**config.mk**
```make
export PLATFORM = sky130hd
export DESIGN_NAME = sdram_read_arbiter_flat
export DESIGN_NICKNAME = d
export VERILOG_FILES = /design/src/rtl/sdram_read_arbiter_pkg.sv /design/src/rtl/sdram_read_arbiter_if.sv /design/src/rtl/rr_priority_picker.sv /design/src/rtl/sdram_read_arbiter.sv /design/src/flat_wrapper.sv
export SDC_FILE = /design/constraint.sdc
export NUM_CORES = 1
export LEC_CHECK = 0
export CAP_MARGIN = 20
export CORE_ASPECT_RATIO = 1.75
export CORE_MARGIN = 2
export CORE_UTILIZATION = 38
export DETAILED_ROUTE_END_ITERATION = 8
export GPL_ROUTABILITY_DRIVEN = 0
export HOLD_SLACK_MARGIN = 0.1
export PLACE_DENSITY = 0.82
export SLEW_MARGIN = 40
export SYNTH_ARGS = -nofsm -noshare
export SYNTH_HDL_FRONTEND = slang
export SYNTH_SLANG_ARGS = --single-unit
```
**constraint.sdc**
```tcl
create_clock -name clk -period 4.4 [get_ports clk]
set_input_delay 0.66 -clock clk [delete_from_list [all_inputs] [get_ports clk]]
set_output_delay 0.66 -clock clk [all_outputs]
set_load 0.03 [all_outputs]
```
**src/rtl/sdram_read_arbiter_pkg.sv**
```systemverilog
// Shared constants, FSM state type and sizing helper for the SDRAM read arbiter.
package sdram_read_arbiter_pkg;

  localparam int unsigned ADDR_W = 25;
  localparam int unsigned DATA_W = 32;

  typedef enum logic [1:0] {
    ST_IDLE   = 2'd0,
    ST_ISSUE  = 2'd1,
    ST_STREAM = 2'd2,
    ST_DONE   = 2'd3
  } state_e;

  // Index/counter width that never collapses to zero bits.
  function automatic int unsigned cnt_w(input int unsigned n);
    return (n > 1) ? $clog2(n) : 1;
  endfunction

endpackage

```
**src/rtl/sdram_read_arbiter_if.sv**
```systemverilog
// Requester-side and memory-channel signals of the SDRAM read arbiter.
// slave: the arbiter's view; master: the surrounding caches and memory arbiter.
interface sdram_read_arbiter_if
  import sdram_read_arbiter_pkg::*;
#(
  parameter int unsigned NUM_REQ = 4,
  parameter int unsigned SZ_W    = 4
);

  logic [NUM_REQ-1:0]             rq_req;
  logic [NUM_REQ-1:0][ADDR_W-1:0] rq_addr;
  logic [NUM_REQ-1:0][SZ_W-1:0]   rq_size;
  logic [NUM_REQ-1:0]             rq_valid;
  logic [DATA_W-1:0]              rq_data;
  logic [NUM_REQ-1:0]             rq_done;

  logic                           mem_req;
  logic [ADDR_W-1:0]              mem_addr;
  logic [SZ_W-1:0]                mem_size;
  logic                           mem_valid;
  logic [DATA_W-1:0]              mem_data;
  logic                           mem_done;

  modport slave (
    input  rq_req, rq_addr, rq_size, mem_valid, mem_data, mem_done,
    output rq_valid, rq_data, rq_done, mem_req, mem_addr, mem_size
  );

  modport master (
    output rq_req, rq_addr, rq_size, mem_valid, mem_data, mem_done,
    input  rq_valid, rq_data, rq_done, mem_req, mem_addr, mem_size
  );

endinterface

```
**src/rtl/rr_priority_picker.sv**
```systemverilog
// Combinational round-robin picker: first active request at or after ptr_i, wrapping.
module rr_priority_picker #(
  parameter int unsigned N     = 4,
  parameter int unsigned IDX_W = 2
) (
  input  logic [N-1:0]     req_i,
  input  logic [IDX_W-1:0] ptr_i,
  output logic             vld_o,
  output logic [N-1:0]     gnt_oh_o,
  output logic [IDX_W-1:0] gnt_idx_o
);

  logic [IDX_W-1:0] cand;

  always_comb begin
    vld_o     = 1'b0;
    gnt_oh_o  = '0;
    gnt_idx_o = '0;
    cand      = '0;
    for (int unsigned k = 0; k < N; k++) begin
      cand = IDX_W'((32'(ptr_i) + k) % N);
      if (!vld_o && req_i[cand]) begin
        vld_o           = 1'b1;
        gnt_idx_o       = cand;
        gnt_oh_o[cand]  = 1'b1;
      end
    end
  end

endmodule

```
**src/rtl/sdram_read_arbiter.sv**
```systemverilog
// Round-robin arbiter sharing one SDRAM read channel among several cache requesters.
// Optional streaming watchdog is compiled in when RD_ARB_TIMEOUT_EN is defined.
module sdram_read_arbiter
  import sdram_read_arbiter_pkg::*;
#(
  parameter int unsigned NUM_REQ   = 4,
  parameter int unsigned MAX_TRANS = 16,
  parameter int unsigned TIMEOUT   = 1024
) (
  input  logic                clk,
  input  logic                rst,
  sdram_read_arbiter_if.slave bus,
  output logic                err
);

  localparam int unsigned SZ_W  = $clog2(MAX_TRANS);
  localparam int unsigned IDX_W = cnt_w(NUM_REQ);
  localparam int unsigned CNT_W = SZ_W + 1;

  if (NUM_REQ == 0 || MAX_TRANS < 2 || TIMEOUT == 0) begin : g_bad_params
    $error("sdram_read_arbiter: NUM_REQ and TIMEOUT must be nonzero, MAX_TRANS at least 2");
  end

  state_e             state_q, state_d;
  logic [NUM_REQ-1:0] gnt_oh_q, gnt_oh_d;
  logic [IDX_W-1:0]   ptr_q, ptr_d;
  logic [ADDR_W-1:0]  addr_q, addr_d;
  logic [SZ_W-1:0]    size_q, size_d;
  logic [CNT_W-1:0]   cnt_q, cnt_d;
  logic [CNT_W-1:0]   beats;
  logic               err_q, err_d;

  logic               pick_vld;
  logic [NUM_REQ-1:0] pick_oh;
  logic [IDX_W-1:0]   pick_idx;
  logic               wd_expired;

  rr_priority_picker #(.N(NUM_REQ), .IDX_W(IDX_W)) u_picker (
    .req_i    (bus.rq_req),
    .ptr_i    (ptr_q),
    .vld_o    (pick_vld),
    .gnt_oh_o (pick_oh),
    .gnt_idx_o(pick_idx)
  );

`ifdef RD_ARB_TIMEOUT_EN
  localparam int unsigned WD_W = cnt_w(TIMEOUT);
  logic [WD_W-1:0] wd_q, wd_d;

  // Counts cycles spent in STREAM; cleared everywhere else.
  assign wd_d       = (state_q == ST_STREAM) ? wd_q + WD_W'(1) : '0;
  assign wd_expired = (state_q == ST_STREAM) && (wd_q == WD_W'(TIMEOUT - 1));

  always_ff @(posedge clk or negedge rst) begin
    if (!rst) wd_q <= '0;
    else      wd_q <= wd_d;
  end
`else
  assign wd_expired = 1'b0;
`endif

  // Beats seen including one arriving alongside mem_done.
  assign beats = cnt_q + CNT_W'(bus.mem_valid);

  always_comb begin
    state_d  = state_q;
    gnt_oh_d = gnt_oh_q;
    ptr_d    = ptr_q;
    addr_d   = addr_q;
    size_d   = size_q;
    cnt_d    = cnt_q;
    err_d    = err_q;
    unique case (state_q)
      ST_IDLE: begin
        if (pick_vld) begin
          gnt_oh_d = pick_oh;
          ptr_d    = (pick_idx == IDX_W'(NUM_REQ - 1)) ? '0 : pick_idx + IDX_W'(1);
          addr_d   = bus.rq_addr[pick_idx];
          size_d   = bus.rq_size[pick_idx];
          cnt_d    = '0;
          if (bus.rq_size[pick_idx] == '0) begin
            state_d = ST_DONE;
            err_d   = 1'b1;
          end else begin
            state_d = ST_ISSUE;
          end
        end
      end
      ST_ISSUE: state_d = ST_STREAM;
      ST_STREAM: begin
        if (bus.mem_valid && (cnt_q != '1)) cnt_d = cnt_q + CNT_W'(1);
        if (bus.mem_done) begin
          state_d = ST_DONE;
          if (beats != CNT_W'(size_q)) err_d = 1'b1;
        end else if (wd_expired) begin
          state_d = ST_DONE;
          err_d   = 1'b1;
        end
      end
      ST_DONE: state_d = ST_IDLE;
      default: state_d = ST_IDLE;
    endcase
    // Responses with no transaction in flight are protocol errors.
    if ((state_q != ST_STREAM) && (bus.mem_valid || bus.mem_done)) err_d = 1'b1;
  end

  always_ff @(posedge clk or negedge rst) begin
    if (!rst) begin
      state_q  <= ST_IDLE;
      gnt_oh_q <= '0;
      ptr_q    <= '0;
      addr_q   <= '0;
      size_q   <= '0;
      cnt_q    <= '0;
      err_q    <= 1'b0;
    end else begin
      state_q  <= state_d;
      gnt_oh_q <= gnt_oh_d;
      ptr_q    <= ptr_d;
      addr_q   <= addr_d;
      size_q   <= size_d;
      cnt_q    <= cnt_d;
      err_q    <= err_d;
    end
  end

  assign bus.mem_req  = (state_q == ST_ISSUE);
  assign bus.mem_addr = addr_q;
  assign bus.mem_size = size_q;
  assign bus.rq_valid = ((state_q == ST_STREAM) && bus.mem_valid) ? gnt_oh_q : '0;
  assign bus.rq_data  = (state_q == ST_STREAM) ? bus.mem_data : '0;
  assign bus.rq_done  = (state_q == ST_DONE) ? gnt_oh_q : '0;
  assign err          = err_q;

endmodule
```
**src/flat_wrapper.sv**
```systemverilog
// flat-port wrapper written by rule: the top's interface ports become plain ports
module sdram_read_arbiter_flat import sdram_read_arbiter_pkg::*;
#(
  parameter int unsigned NUM_REQ   = 4,
  parameter int unsigned MAX_TRANS = 16,
  parameter int unsigned TIMEOUT   = 1024
)
  (clk, rst, err, bus_rq_req, bus_rq_addr, bus_rq_size, bus_mem_valid, bus_mem_data, bus_mem_done, bus_rq_valid, bus_rq_data, bus_rq_done, bus_mem_req, bus_mem_addr, bus_mem_size);
  sdram_read_arbiter_if #(.NUM_REQ(NUM_REQ)) bus_i ();
  input  logic clk;
  input  logic rst;
  output logic err;
  input wire logic [$bits(bus_i.rq_req)-1:0] bus_rq_req;
  input wire logic [$bits(bus_i.rq_addr)-1:0] bus_rq_addr;
  input wire logic [$bits(bus_i.rq_size)-1:0] bus_rq_size;
  input wire logic [$bits(bus_i.mem_valid)-1:0] bus_mem_valid;
  input wire logic [$bits(bus_i.mem_data)-1:0] bus_mem_data;
  input wire logic [$bits(bus_i.mem_done)-1:0] bus_mem_done;
  output wire logic [$bits(bus_i.rq_valid)-1:0] bus_rq_valid;
  output wire logic [$bits(bus_i.rq_data)-1:0] bus_rq_data;
  output wire logic [$bits(bus_i.rq_done)-1:0] bus_rq_done;
  output wire logic [$bits(bus_i.mem_req)-1:0] bus_mem_req;
  output wire logic [$bits(bus_i.mem_addr)-1:0] bus_mem_addr;
  output wire logic [$bits(bus_i.mem_size)-1:0] bus_mem_size;
  assign bus_i.rq_req = bus_rq_req;
  assign bus_i.rq_addr = bus_rq_addr;
  assign bus_i.rq_size = bus_rq_size;
  assign bus_i.mem_valid = bus_mem_valid;
  assign bus_i.mem_data = bus_mem_data;
  assign bus_i.mem_done = bus_mem_done;
  assign bus_rq_valid = bus_i.rq_valid;
  assign bus_rq_data = bus_i.rq_data;
  assign bus_rq_done = bus_i.rq_done;
  assign bus_mem_req = bus_i.mem_req;
  assign bus_mem_addr = bus_i.mem_addr;
  assign bus_mem_size = bus_i.mem_size;
  sdram_read_arbiter #(.NUM_REQ(NUM_REQ), .MAX_TRANS(MAX_TRANS), .TIMEOUT(TIMEOUT)) u_core (.clk(clk), .rst(rst), .bus(bus_i), .err(err));
endmodule
```
==> report_table.html <==
<table>
<tr><th>Metric</th><th>Value</th></tr>
<tr><th colspan="2">Status</th></tr>
<tr><td>Outcome</td><td>completed</td></tr>
<tr><th colspan="2">GRT</th></tr>
<tr><td>Grt ovf</td><td>0</td></tr>
<tr><td>Met1 usage in global routing</td><td>0.245</td></tr>
<tr><td>Most Crowded Layer GR</td><td>met2</td></tr>
<tr><td>Via count of the first global-routing pass</td><td>approximately 4300</td></tr>
<tr><td>Met3 demand-to-capacity share in global routing</td><td>0.0588</td></tr>
<tr><td>Met2 track demand over resource in global routing</td><td>0.476</td></tr>
<tr><td>First-pass GRT wire length</td><td>around 20 mm</td></tr>
<tr><td>Overall track demand over capacity in global routing</td><td>0.246</td></tr>
<tr><td>Initial antenna violation count</td><td>0</td></tr>
<tr><td>Maximum number of pins on one net before global-route repair</td><td>between 50 and 60</td></tr>
<tr><th colspan="2">STA</th></tr>
<tr><td>Final period utilization</td><td>0.806</td></tr>
<tr><td>Fmax achieved</td><td>around 280 MHz</td></tr>
<tr><td>Setup repair after global routing missed its margin</td><td>false</td></tr>
<tr><td>Count of final max-slew check failures</td><td>0</td></tr>
<tr><td>Worst clock skew on the final layout</td><td>4.77 ps</td></tr>
<tr><td>Final hold vios</td><td>0</td></tr>
<tr><td>Final min period</td><td>around 3500 ps</td></tr>
<tr><td>Total setup violations reported at the end of the flow</td><td>0</td></tr>
<tr><td>Post-route setup slack</td><td>between 800 and 900 ps</td></tr>
<tr><td>Slew of the pin with the lowest slew margin</td><td>between 500 and 600 ps</td></tr>
<tr><td>Slew headroom</td><td>0.610</td></tr>
<tr><td>Total negative slack for setup checks</td><td>0 ps</td></tr>
<tr><th colspan="2">Setup path</th></tr>
<tr><td>Critical path cell sequence</td><td>inv_1, ha_1, mux4_2, nor3_4, nand2_1, a31oi_4, buf_4, nand3_1, o21ai_0, o21ai_0</td></tr>
<tr><td>Crit path max fanout</td><td>50</td></tr>
<tr><td>Kind of start point of the critical path</td><td>register</td></tr>
<tr><td>CP Data Required Time</td><td>approximately 4600 ps</td></tr>
<tr><td>Most frequent cell on the critical path</td><td>sky130_fd_sc_hd__o21ai_0</td></tr>
<tr><td>Slowest stage cell on the critical path</td><td>sky130_fd_sc_hd__mux4_2</td></tr>
<tr><td>Number of buffers and inverters on the critical path</td><td>2</td></tr>
<tr><td>Cell family with most CP delay</td><td>multiplexers</td></tr>
<tr><td>Data arrival time of the worst path</td><td>approximately 3700 ps</td></tr>
<tr><td>Biggest cell delay along the critical path</td><td>between 600 and 700 ps</td></tr>
<tr><td>Kind of capture point of the worst setup path</td><td>register</td></tr>
<tr><td>Worst setup path category</td><td>reg2reg</td></tr>
<tr><th colspan="2">Logic synthesis</th></tr>
<tr><td>Post-synth EDFFs</td><td>0</td></tr>
<tr><td>Netlist Area Pre-Place</td><td>about 3700 um2</td></tr>
<tr><td>Cell variety after synth</td><td>51</td></tr>
<tr><td>Number of flip-flops and latches in the synthesized netlist</td><td>43</td></tr>
<tr><td>Async set or reset register ratio after synthesis</td><td>1.00</td></tr>
<tr><td>Synthesized instance count</td><td>~530</td></tr>
<tr><td>Average size of a mapped cell</td><td>around 7 um2</td></tr>
<tr><td>Number of nets produced by synthesis</td><td>roughly 700</td></tr>
<tr><td>Ys flop type</td><td>sky130_fd_sc_hd__dfrtp_1</td></tr>
<tr><td>Portion of the post-synthesis area used by sequential elements</td><td>0.291</td></tr>
<tr><td>Yosys Warn Count</td><td>0</td></tr>
<tr><th colspan="2">Pwr</th></tr>
<tr><td>Max VDD drop</td><td>0.000455 V</td></tr>
<tr><td>Leakage power of the design</td><td>roughly 0.0027 uW</td></tr>
<tr><td>Power density over the cells</td><td>approximately 740 nW/um2</td></tr>
<tr><th colspan="2">Flow run</th></tr>
<tr><td>Number of max-capacitance violations reported</td><td>0</td></tr>
<tr><th colspan="2">CTS</th></tr>
<tr><td>Cell at the root of the clock tree</td><td>sky130_fd_sc_hd__clkbuf_16</td></tr>
<tr><td>Post-CTS resize count</td><td>0</td></tr>
<tr><td>Count of hold buffers inserted by post-cts repair</td><td>0</td></tr>
<tr><td>TritonCTS buffer count</td><td>5</td></tr>
<tr><td>Number of H-tree levels</td><td>2</td></tr>
<tr><td>Clock latency at the later pin of the worst-skew pair</td><td>290 ps</td></tr>
<tr><td>Maximum clock path buffer count</td><td>2</td></tr>
<tr><td>Clock-pin slew of the registers on the worst-case setup and hold paths</td><td>~60 ps</td></tr>
<tr><td>Sinks on Clock Net</td><td>43</td></tr>
<tr><td>Postcts setup bufs</td><td>0</td></tr>
<tr><td>TritonCTS clock tree</td><td>built</td></tr>
<tr><th colspan="2">Floorplanning</th></tr>
<tr><td>Die Height</td><td>approximately 130 um</td></tr>
<tr><td>Ports placed on the boundary</td><td>around 230</td></tr>
<tr><td>Starting utilization of the core area</td><td>0.391</td></tr>
<tr><td>Standard-cell rows</td><td>47</td></tr>
<tr><td>Area of the die</td><td>between 10000 and 15000 um2</td></tr>
<tr><td>Horizontal die dimension</td><td>roughly 80 um</td></tr>
<tr><td>Placeable Area</td><td>9470 um2</td></tr>
<tr><th colspan="2">Placed design</th></tr>
<tr><td>Worst Setup Slack post-DPL</td><td>between 800 and 900 ps</td></tr>
<tr><td>Detail Placement HPWL</td><td>10.5 mm</td></tr>
<tr><td>Number of buffers added on ports</td><td>about 230</td></tr>
<tr><td>Post-placement cell count</td><td>between 800 and 900</td></tr>
<tr><th colspan="2">Drt</th></tr>
<tr><td>DR vias</td><td>about 4500</td></tr>
<tr><td>Drt first pass iters</td><td>5</td></tr>
<tr><td>Wire length reported by the detailed router</td><td>roughly 13 mm</td></tr>
<tr><td>Number of violations reported at the end of detailed-routing iteration 0</td><td>around 330</td></tr>
<tr><td>DR vias/cell</td><td>between 5 and 6</td></tr>
<tr><td>Detailed-route wire length per cell</td><td>between 15 and 20 um</td></tr>
<tr><td>Count of nets left with antenna violations after detail routing</td><td>0</td></tr>
<tr><td>Number of DRC violations after detailed routing</td><td>0</td></tr>
<tr><th colspan="2">Finish</th></tr>
<tr><td>Filler Cell Count</td><td>793</td></tr>
<tr><td>Final std cells w/o fill</td><td>approximately 850</td></tr>
<tr><td>Layout-stage area growth over the synthesis result</td><td>67.0%</td></tr>
<tr><td>Net count, final</td><td>approximately 900</td></tr>
<tr><td>Number of antenna cells inserted</td><td>0</td></tr>
<tr><td>Share of layout cells above drive strength 1</td><td>0.0492</td></tr>
<tr><th colspan="2">Worst hold path</th></tr>
<tr><td>Path category of the worst min-delay check</td><td>in2async</td></tr>
</table>
per-layer routing:
layer  vias to the layer above  share of wire
met5                         -              0
met4                         0          0.027
met3                        26          0.089
met2                       252           0.54
met1                      2009           0.35
li1                       2182              -
registers in the layout (all words and copies together) (netlist names):
| name | count |
|---|---|
| u_core.bus.mem_size | 4 |
| u_core.gnt_oh_q | 4 |
| u_core.bus.mem_addr | 25 |
| u_core.err | 1 |
| u_core.ptr_q | 2 |
| u_core.cnt_q | 5 |
| u_core.state_q | 2 |
layout make-up:
class                   instances  area, um2  share of cell area
multi-input cells             432       2430               0.393
repair buffers                233       2320               0.376
flip-flops and latches         43       1080               0.174
well taps                     122        153              0.0247
clock buffers                   6        129              0.0209
inverters                      15       56.3             0.00911
clock inverters                 2       12.5             0.00202
final timing paths:
path | startpoint | to | slack [ps] | cells past startpoint
min in group clk | u_core.bus.mem_addr[14] | u_core.bus.mem_addr[14] | 480 | 2
worst min-delay path | rst | u_core.bus.mem_addr[0] | 360 | 1
worst max register to register | u_core.ptr_q[1] | u_core.bus.mem_addr[14] | 860 | 10
worst max-delay path | u_core.ptr_q[1] | u_core.bus.mem_addr[14] | 860 | 10
max in group asynchronous | rst | u_core.bus.mem_addr[15] | 3660 | 1
worst min register to register | u_core.bus.mem_addr[14] | u_core.bus.mem_addr[14] | 480 | 2
placed cells by master, fill, tap and decap left out, types with 2 or more instances in the layout:
| cell | n |
|---|---|
| sky130_fd_sc_hd__clkdlybuf4s50_1 | 225 |
| sky130_fd_sc_hd__nand2_1 | 180 |
| sky130_fd_sc_hd__o21ai_0 | 52 |
| sky130_fd_sc_hd__dfrtp_1 | 43 |
| sky130_fd_sc_hd__and2_1 | 36 |
| sky130_fd_sc_hd__nand3_1 | 29 |
| sky130_fd_sc_hd__nor2_1 | 18 |
| sky130_fd_sc_hd__o21ai_1 | 15 |
| sky130_fd_sc_hd__inv_1 | 14 |
| sky130_fd_sc_hd__ha_1 | 12 |
| sky130_fd_sc_hd__a21oi_1 | 8 |
| sky130_fd_sc_hd__xnor2_1 | 8 |
| sky130_fd_sc_hd__buf_4 | 7 |
| sky130_fd_sc_hd__and3_1 | 6 |
| sky130_fd_sc_hd__nor3_1 | 6 |
| sky130_fd_sc_hd__mux2i_1 | 5 |
| sky130_fd_sc_hd__clkbuf_16 | 5 |
| sky130_fd_sc_hd__mux4_2 | 4 |
| sky130_fd_sc_hd__o32ai_1 | 4 |
| sky130_fd_sc_hd__a22oi_1 | 4 |
| sky130_fd_sc_hd__a221oi_1 | 4 |
| sky130_fd_sc_hd__nor2b_1 | 3 |
| sky130_fd_sc_hd__mux2_2 | 2 |
| sky130_fd_sc_hd__o31ai_1 | 2 |
| sky130_fd_sc_hd__a311oi_2 | 2 |
| sky130_fd_sc_hd__a22o_1 | 2 |
| sky130_fd_sc_hd__o311ai_0 | 2 |
| sky130_fd_sc_hd__a31oi_1 | 2 |
| sky130_fd_sc_hd__xor2_1 | 2 |
cells in the mapped netlist, types with 2 or more instances:
cell | number | area share
sky130_fd_sc_hd__mux2i_1 | 5 | 0.014
sky130_fd_sc_hd__nor2b_1 | 3 | 0.0051
sky130_fd_sc_hd__o32ai_1 | 4 | 0.0095
sky130_fd_sc_hd__o21ai_1 | 16 | 0.022
sky130_fd_sc_hd__ha_1 | 13 | 0.044
sky130_fd_sc_hd__inv_1 | 14 | 0.014
sky130_fd_sc_hd__a221oi_1 | 4 | 0.0095
sky130_fd_sc_hd__a22oi_1 | 4 | 0.0081
sky130_fd_sc_hd__o31ai_1 | 2 | 0.0041
sky130_fd_sc_hd__a21oi_1 | 8 | 0.011
sky130_fd_sc_hd__xnor2_1 | 8 | 0.019
sky130_fd_sc_hd__nor2_1 | 18 | 0.018
sky130_fd_sc_hd__and2_1 | 36 | 0.061
sky130_fd_sc_hd__o21ai_0 | 52 | 0.070
sky130_fd_sc_hd__mux4_2 | 4 | 0.024
sky130_fd_sc_hd__clkbuf_1 | 22 | 0.022
sky130_fd_sc_hd__buf_2 | 13 | 0.018
sky130_fd_sc_hd__xor2_1 | 2 | 0.0047
sky130_fd_sc_hd__nand3_1 | 29 | 0.039
sky130_fd_sc_hd__a211oi_1 | 2 | 0.0041
sky130_fd_sc_hd__mux2_2 | 2 | 0.0061
sky130_fd_sc_hd__nand2_1 | 180 | 0.18
sky130_fd_sc_hd__nor3_1 | 6 | 0.0081
sky130_fd_sc_hd__and3_1 | 6 | 0.010
sky130_fd_sc_hd__a31oi_1 | 3 | 0.0051
sky130_fd_sc_hd__buf_6 | 2 | 0.0061
sky130_fd_sc_hd__dfrtp_1 | 43 | 0.29
sky130_fd_sc_hd__a311oi_2 | 2 | 0.0081
sky130_fd_sc_hd__a22o_1 | 2 | 0.0047
sky130_fd_sc_hd__o311ai_0 | 2 | 0.0047
kinds of logic (layout without fill, tap and decap cells):
| group | Yosys count | count (layout) | synth area share |
|---|---|---|---|
| adder cells (fa/ha/maj) | 13 | 13 | 0.0439 |
| multiplexers | 11 | 11 | 0.0439 |
| AND/OR/NAND/NOR | 288 | 288 | 0.349 |
| flip-flops | 43 | 43 | 0.291 |
| XOR/XNOR | 10 | 10 | 0.0237 |
| buffers and inverters | 53 | 256 | 0.0622 |
| AO/OA/AOI/OAI | 110 | 110 | 0.187 |
metrics by stage:
| stage | total power (uW) | hold slack [ps] | cell area, um2 | utilization |
|---|---|---|---|---|
| final | 4560 | 358 | 6180 | 0.653 |
| after global routing | 4950 | 399 | 6180 | 0.653 |
| after CTS | 4570 | 378 | 6170 | 0.652 |
| after detailed placement | 4190 | 474 | 6030 | 0.637 |
| after global placement | 4090 | 460 | 6030 | 0.637 |
| after floorplan | 3140 | 364 | 3700 | - |
report_power, final:
group	internal, uW	switching, uW	total [uW]
registers	590	146	736
clock network	210	156	365
logic	1360	2100	3460
Power figures use the tool's default switching activity.
